### src/rtl/cpu_pkg.sv
// Core-wide register file constants and writeback bundle.
// Shared by regfile, issue, hazard and writeback logic.
package cpu_pkg;

  localparam int REGISTER_WIDTH      = 32;
  localparam int REGISTER_ADDR_WIDTH = 5;
  localparam int NUM_REGS            = 2 ** REGISTER_ADDR_WIDTH;

  typedef struct packed {
    logic [REGISTER_ADDR_WIDTH-1:0] rd;
    logic [REGISTER_WIDTH-1:0]      data;
  } wb_entry_t;

endpackage

### src/rtl/wb_fifo.sv
// Small circular FIFO for long-latency writeback results.
// Extra pointer bit distinguishes full from empty; no bypass.
module wb_fifo
  import cpu_pkg::*;
#(
  parameter int  DEPTH = 4,
  parameter type T     = wb_entry_t
) (
  input  logic clk,
  input  logic rst,
  input  logic push,
  input  logic pop,
  input  T     din,
  output logic full,
  output logic empty,
  output T     head
);

  localparam int AW = $clog2(DEPTH);

  T             mem [DEPTH];
  logic [AW:0]  wptr;
  logic [AW:0]  rptr;
  logic         do_push;
  logic         do_pop;

  assign empty = (wptr == rptr);
  assign full  = (wptr[AW] != rptr[AW]) &&
                 (wptr[AW-1:0] == rptr[AW-1:0]);
  assign head  = mem[rptr[AW-1:0]];

  assign do_push = push && !full;
  assign do_pop  = pop && !empty;

  always_ff @(posedge clk) begin
    if (do_push) begin
      mem[wptr[AW-1:0]] <= din;
    end
  end

  always_ff @(posedge clk) begin
    if (rst) begin
      wptr <= '0;
      rptr <= '0;
    end else begin
      if (do_push) begin
        wptr <= wptr + (AW+1)'(1);
      end
      if (do_pop) begin
        rptr <= rptr + (AW+1)'(1);
      end
    end
  end

endmodule

### src/rtl/wb_arbiter.sv
// Register file write-port arbiter: ALU vs queued long-latency results,
// with an anti-starvation counter and a long-latency pending scoreboard.
module wb_arbiter #(
  parameter int REGISTER_WIDTH      = cpu_pkg::REGISTER_WIDTH,
  parameter int REGISTER_ADDR_WIDTH = cpu_pkg::REGISTER_ADDR_WIDTH,
  parameter int LSU_FIFO_DEPTH      = 4,
  parameter int STARVE_LIMIT        = 3
) (
  input  logic                               cpu_clk,
  input  logic                               cpu_rst,
  input  logic                               iss_valid,
  input  logic                               iss_long,
  input  logic [REGISTER_ADDR_WIDTH-1:0]     iss_rd,
  output logic [2**REGISTER_ADDR_WIDTH-1:0]  sb_pending,
  input  logic                               alu_valid,
  output logic                               alu_ready,
  input  logic [REGISTER_ADDR_WIDTH-1:0]     alu_rd,
  input  logic [REGISTER_WIDTH-1:0]          alu_data,
  input  logic                               lsu_valid,
  output logic                               lsu_ready,
  input  logic [REGISTER_ADDR_WIDTH-1:0]     lsu_rd,
  input  logic [REGISTER_WIDTH-1:0]          lsu_data,
  output logic                               we,
  output logic [REGISTER_ADDR_WIDTH-1:0]     wd_addr,
  output logic [REGISTER_WIDTH-1:0]          wd_data
);

  localparam int NR = 2 ** REGISTER_ADDR_WIDTH;
  localparam int SW = $clog2(STARVE_LIMIT + 1);
  localparam logic [SW-1:0] LIMIT = SW'(STARVE_LIMIT);
  localparam logic [NR-1:0] NZ_MASK = {{(NR-1){1'b1}}, 1'b0};

  typedef struct packed {
    logic [REGISTER_ADDR_WIDTH-1:0] rd;
    logic [REGISTER_WIDTH-1:0]      data;
  } entry_t;

  entry_t                         push_e;
  entry_t                         head;
  logic                           full;
  logic                           empty;
  logic                           push;
  logic                           pop;
  logic                           force_lsu;
  logic                           alu_win;
  logic                           win_valid;
  logic [REGISTER_ADDR_WIDTH-1:0] win_rd;
  logic [REGISTER_WIDTH-1:0]      win_data;
  logic                           win_wr;
  logic [SW-1:0]                  starve;
  logic [NR-1:0]                  set_mask;
  logic [NR-1:0]                  clr_mask;
  logic [NR-1:0]                  pending_nxt;

  assign push_e = '{rd: lsu_rd, data: lsu_data};

  wb_fifo #(
    .DEPTH (LSU_FIFO_DEPTH),
    .T     (entry_t)
  ) u_fifo (
    .clk   (cpu_clk),
    .rst   (cpu_rst),
    .push  (push),
    .pop   (pop),
    .din   (push_e),
    .full  (full),
    .empty (empty),
    .head  (head)
  );

  // A starved head takes the slot regardless of the ALU.
  assign force_lsu = !empty && (starve == LIMIT);
  assign alu_ready = !force_lsu;
  assign lsu_ready = !full;
  assign push      = lsu_valid && !full;
  assign alu_win   = alu_valid && !force_lsu;
  assign pop       = !alu_win && !empty;
  assign win_valid = alu_win || pop;

  always_comb begin
    win_rd   = head.rd;
    win_data = head.data;
    if (alu_win) begin
      win_rd   = alu_rd;
      win_data = alu_data;
    end
  end

  assign win_wr = win_valid && (win_rd != '0);

  always_comb begin
    set_mask = '0;
    clr_mask = '0;
    if (iss_valid && iss_long && (iss_rd != '0)) begin
      set_mask[iss_rd] = 1'b1;
    end
    if (pop) begin
      clr_mask[head.rd] = 1'b1;
    end
  end

  // Set is applied after clear so a same-cycle reissue stays pending.
  assign pending_nxt = ((sb_pending & ~clr_mask) | set_mask) & NZ_MASK;

  always_ff @(posedge cpu_clk) begin
    if (cpu_rst) begin
      starve     <= '0;
      sb_pending <= '0;
      we         <= 1'b0;
      wd_addr    <= '0;
      wd_data    <= '0;
    end else begin
      sb_pending <= pending_nxt;
      if (empty || pop) begin
        starve <= '0;
      end else if (alu_win && (starve != LIMIT)) begin
        starve <= starve + SW'(1);
      end
      we <= win_wr;
      if (win_wr) begin
        wd_addr <= win_rd;
        wd_data <= win_data;
      end
    end
  end

endmodule

### config.mk
export PLATFORM = sky130hd
export DESIGN_NAME = wb_arbiter
export DESIGN_NICKNAME = d
export VERILOG_FILES = /design/src/rtl/cpu_pkg.sv /design/src/rtl/wb_fifo.sv /design/src/rtl/wb_arbiter.sv
export SDC_FILE = /design/constraint.sdc
export NUM_CORES = 1
export LEC_CHECK = 0
export BUFFER_PORTS_ARGS = -buffer_cell sky130_fd_sc_hd__buf_4
export CORE_ASPECT_RATIO = 0.75
export CORE_MARGIN = 2
export CORE_UTILIZATION = 43
export DETAILED_ROUTE_END_ITERATION = 8
export GPL_TIMING_DRIVEN = 0
export PLACE_DENSITY = 0.72
export SYNTH_ARGS = -nofsm -noshare
export SYNTH_HDL_FRONTEND = slang
export SYNTH_SLANG_ARGS = --single-unit
### constraint.sdc
create_clock -name cpu_clk -period 3.35 [get_ports cpu_clk]
set_clock_uncertainty 0.15 [all_clocks]
set_input_delay 0.335 -clock cpu_clk [delete_from_list [all_inputs] [get_ports cpu_clk]]
set_output_delay 0.335 -clock cpu_clk [all_outputs]
set_load 0.02 [all_outputs]
Yosys cells after proc, flatten, opt, wreduce, memory -nomap -nowiden
Memory sizes are Yosys's and may differ from the RTL's. A register that Yosys moved wholly into a read port is not among the register bits.
Cells that the tools add are included.
Widths: inputs -> output; s select.

word-level totals
  register bits = 78
  RAM bits = 148
  input bits = 85
  output and inout port bits = 72
  word-level logic and storage cells = 58
  memories = 1

cells by class
  $add $sub $neg = 3
  order comparisons = 4
  equal/unequal tests = 5
  muxes and demuxes = 12
  bitwise logic cells = 3
  reductions and logical operators = 22

memory list
  name        words  width  read ports  clocked after memory_dff  write ports  line           RTL
  u_fifo.mem  4      37     1           1                         1            wb_fifo.sv:21  T mem [DEPTH];

operators by type and width
  kind                 count
  $mux 32              3
  $and 32x32->32       1
  $not 32->32          1
  $or 32x32->32        1
  $logic_and 1x1->1    13
  $lt 5x6->1 const B   2
  $demux 1 s5          2
  $ge 5x1->1 const B   2
  $reduce_bool 5->1    2
  $add 3x1->3 const B  2
  $mux 5               1
  $logic_not 1->1      4
  $mux 1               4
  $mux 2               2
  $eq 3x3->1           1
  $add 2x1->2 const B  1
  $eq 2x2->1           1
  $eq 2x2->1 const B   1
  $logic_or 1x1->1     2
  $ne 2x2->1 const B   1
  $reduce_or 2->1      1
  $ne 1x1->1           1

Longest topological paths before layout
  word-level depth = 11
  gate-level depth with buffers = 9
  gate-level depth less buffers = 6

By module
Synthesis repeated with hierarchy kept, for this count alone.

unflattened totals
  cells, all modules = 608
  area, all modules = 9589.2 µm²

by module, submodules not included
  module      instances  cells each  area each (µm²)  seq. area each (µm²)
  wb_fifo     1          261         5905.7           4604.4
  wb_arbiter  1          347         3683.5           1421.4

Worst setup path before layout
Ideal clock, no wire load.

  path type = reg2reg
  from = register u_fifo.wptr[0]
  to = memory u_fifo.mem[3][0] (netlist name), enable pin
  arrival = 1.933 ns
  required time = 2.801 ns
  path slack = 0.868 ns
  stages on the path, launching flop included = 4
  path buffers = 0
  path through = dfxtp_1 -> xor2_1 -> o31a_1 -> and2_1

between the ends
  longest elaborated chain between the ends = 7

ends and longest elaborated chain
  item                          line                             RTL
  start, declared               wb_fifo.sv:22                    logic [AW:0] wptr;
  start signal, assigned        wb_fifo.sv:47                    wptr <= wptr + (AW+1)'(1);
  $eq 2x2->1                    wb_fifo.sv:29                    (wptr[AW-1:0] == rptr[AW-1:0]);
  $logic_and 1x1->1             wb_fifo.sv:28                    assign full = (wptr[AW] != rptr[AW]) &&
  $logic_not 1->1               wb_fifo.sv:32, wb_arbiter.sv:75
  $logic_and 1x1->1             wb_arbiter.sv:75                 assign push = lsu_valid && !full;
  $logic_and 1x1->1             wb_fifo.sv:32                    assign do_push = push && !full;
  $mux 1                        wb_fifo.sv:36                    if (do_push) begin
  $mux 1 (implied by the code)  wb_fifo.sv:37                    mem[wptr[AW-1:0]] <= din;
  end, declared                 wb_fifo.sv:21

Parallel ways exist; a longest one is shown, timed or not.

Worst setup path in the final report
  from = register u_fifo.wptr[0]
  to = register wd_data[20]

between the ends
  longest elaborated chain between the ends = 9
  elaborated cells on any way between the ends = 12

ends and longest elaborated chain
  item                                            line                                RTL
  $eq 3x3->1 (*)                                  wb_fifo.sv:27                       assign empty = (wptr == rptr);
  $logic_not 1->1 (*)                             wb_arbiter.sv:72, wb_arbiter.sv:77
  branches (longest 7 deep; another with $mux 5)  --
  end signal, assigned                            wb_arbiter.sv:122                   wd_data <= win_data;
  end, declared                                   wb_arbiter.sv:25                    output logic [REGISTER_WIDTH-1:0] wd_data

Every way passes the cells marked *.
A chain may end at the register's enable or synchronous reset.

==> flow_summary.ini <==
[logic_synthesis]
synthCells = 609
syn-num-nets = 700
yosys_warnings = 0
synth_seq_area_share = 0.6542
synth_edf_count = 148
synth-async-reset-ratio = 0
syn_area_sq_um = 9211
syn_avg_cell_area_sq_um = 15.13
synth_ff_type = edfxtp_1
synth.distinct_cells = 47
synth_top_area_frac = 0.4825
yosysTopAreaCell = edfxtp_1
synth_seq_cells = 227
yosys-top-cells-area = edfxtp_1 (48%), dfxtp_1 (17%), mux4_2 (9.0%)

[global_routing]
antenna_found_initial = 1
grt_max_degree = 28
grt_pass1_wl_um = 33060
grt_pass1_vias = 5952
grt.total_usage = 0.1869
overflow = 0

[timing]
hold_viol_final = 0
worst_slew_pin_slew_ns = 0.9645
fmax_ghz = 0.3698
period_share = 0.8073
min_period_ns = 2.704
tns_ns = 0
slew_headroom = 0.3515
fin_worst_hold_slack_ns = 0.01514
setup_viol = 0
rsz0062_at_grt = no
finalMaxSlewViolations = 0
setup_slack_ns = 0.6456

[floorplanning]
num_rows = 46
core-area_sq_um = 21070
initial_core_util = 0.4373
die_h_um = 130.8
die-area_sq_um = 22620
ios = 157
die_x_um = 173.0

[drt]
drtIter0Drc = 532
wl_per_cell_um = 18.57
num_vias = 5955
wirelength_um = 21140
drcViolationCount = 0
first_pass_iters = 4
drtAntennaViolNets = 0
vias_per_cell = 5.233

[setup_path]
cp_max_fo = 10
crit_slowest_cell = o31ai_1
crit_type = register to register
arrival_ns = 2.91
cp_cell_sequence = xor2_1 -> o31ai_1 -> o221ai_2 -> buf_6 -> buf_2 -> nor2_1 -> a211oi_2
endpoint_kind = register
startpoint_type = register
worstPathRequired_ns = 3.56
r2r_slack_ns = 0.65
max_stage_delay_ns = 0.83

[run]
cap_violations = 0

[layout]
filler_cell_count = 1690
syn_to_final_growth_pct = 30.18
fin_nets = 923
drive_above_1_share = 0.3392
final_common_cell = buf_4
mostFrequentLayoutCells = buf_4 (156), edfxtp_1 (148), dfxtp_1 (79)

[power]
power_density_nw_per_um2 = 628.5
peakVddDrop_mv = 0.3530
leakage_nw = 4.353

[cts]
htree_levels = 1
cts.sink_count = 227
insertion_delay_ns = 0.51
postCtsSetupBuffers = 0
cts_tree = built
clk_pin_slew_worst_paths_ns = 0.07
cts_root_buffer = clkbuf_16
numCtsBuffers = 23
clock_path_buffers = 3

[place]
port-buffer-count = 155
gp_congestion = 0.8344
pre_cts_slack_ns = 0.6660
dp_hpwl_um = 14280

[min_path]
hp-class = input pin to register

[status]
status = completed
## what timing repair did
action,CTS,global route
hold buffers,39,0
gates resized for setup,0,0
hold endpoints to repair,150,0
## logic make-up (layout without fill, tap and decap cells)
group                    Yosys count  after routing  share of synthesized area
AO/OA/AOI/OAI                    118            118                    0.09834
XOR/XNOR                          10             10                   0.009508
adder cells (fa/ha/maj)            6              6                   0.008150
buffers and inverters             37            277                    0.02241
flip-flops                       227            227                     0.6542
multiplexers                      69             69                     0.1252
other                              1              2                  0.0004071
AND/OR/NAND/NOR                  141            141                    0.08177
## critical path, delay by kind of cell (launching register included)
kind	cells	cell delay, ns
and+or+nand+nor	1	0.15
buffers and inverters	2	0.42
DFF	1	0.49
xor gates and xnor gates	1	0.17
AOI/OAI and AO/OA	3	1.16
## flip-flops by register name, summed over array words and instances (netlist names), named ones only
name,count
u_fifo.rptr,3
sb_pending,31
wd_data,32
u_fifo.mem,148
u_fifo.wptr,3
wd_addr,5
we,1
starve,2
## power breakdown
part           internal, W  switching, W  total (W)  leakage (nW)
logic             0.000739      0.000903    0.00164          1.97
registers          0.00320     0.0000949    0.00329          2.01
clock network      0.00155       0.00105    0.00260         0.378
total              0.00549       0.00205    0.00754          4.35
## final timing paths
check | startpoint | endpoint | depth (start not counted)
worst min-delay path | alu_rd[0] | wd_addr[3] | 3
worst max register to register | u_fifo.wptr[0] | wd_data[20] | 7
worst max-delay path | u_fifo.wptr[0] | wd_data[20] | 7
worst min register to register | starve[0] | starve[0] | 1
## metrics by stage
stage	util	instances	area [sq um]	power (W)
floorplan	-	609	9211	0.004404
global placement	0.5096	1052	10740	0.004935
detailed placement	0.5140	1056	10830	0.004969
CTS	0.5691	1137	11990	0.007606
global route	0.5691	1137	11990	0.007848
finish	0.5693	1138	11990	0.007537
## cells in the mapped netlist (2+ instances only)
library cell	count
a41oi_1	2
a21oi_1	3
xor2_1	4
buf_2	8
inv_1	3
nor2_1	47
o22ai_1	3
clkbuf_1	13
nand2b_1	4
and2_1	4
nand2_1	17
or3_1	5
o21ai_0	63
nand4_1	3
dfxtp_1	79
xnor2_1	6
nor2b_1	36
or4_1	3
nor3_1	2
edfxtp_1	148
mux2i_1	32
nand3_1	6
nor4_1	2
nand3b_1	5
ha_1	6
a311oi_1	3
buf_6	7
a211oi_2	33
mux4_2	37
a221oi_1	4
buf_1	4
nand4b_1	2
## layout make-up
type | count | area, sq um | share of cell area
repair buffers | 198 | 1642 | 0.1369
plain buffers | 34 | 195.2 | 0.01628
flip-flops and latches | 227 | 6026 | 0.5025
well taps | 288 | 360.3 | 0.03005
clock buffers | 31 | 625.6 | 0.05217
inverters | 3 | 11.26 | 0.0009391
diodes | 1 | 2.502 | 0.0002087
multi-input cells | 345 | 2984 | 0.2489
clock inverters | 11 | 145.1 | 0.01210
## routing by layer
layer	wire (um)	share of wire	GRT usage
met2	9633	0.46	0.2986
met3	1378	0.065	0.04398
met4	237	0.011	0.03440
met1	9889	0.47	0.2662
met5	0	0	0
Note: power is estimated with default switching activity, not from simulation.
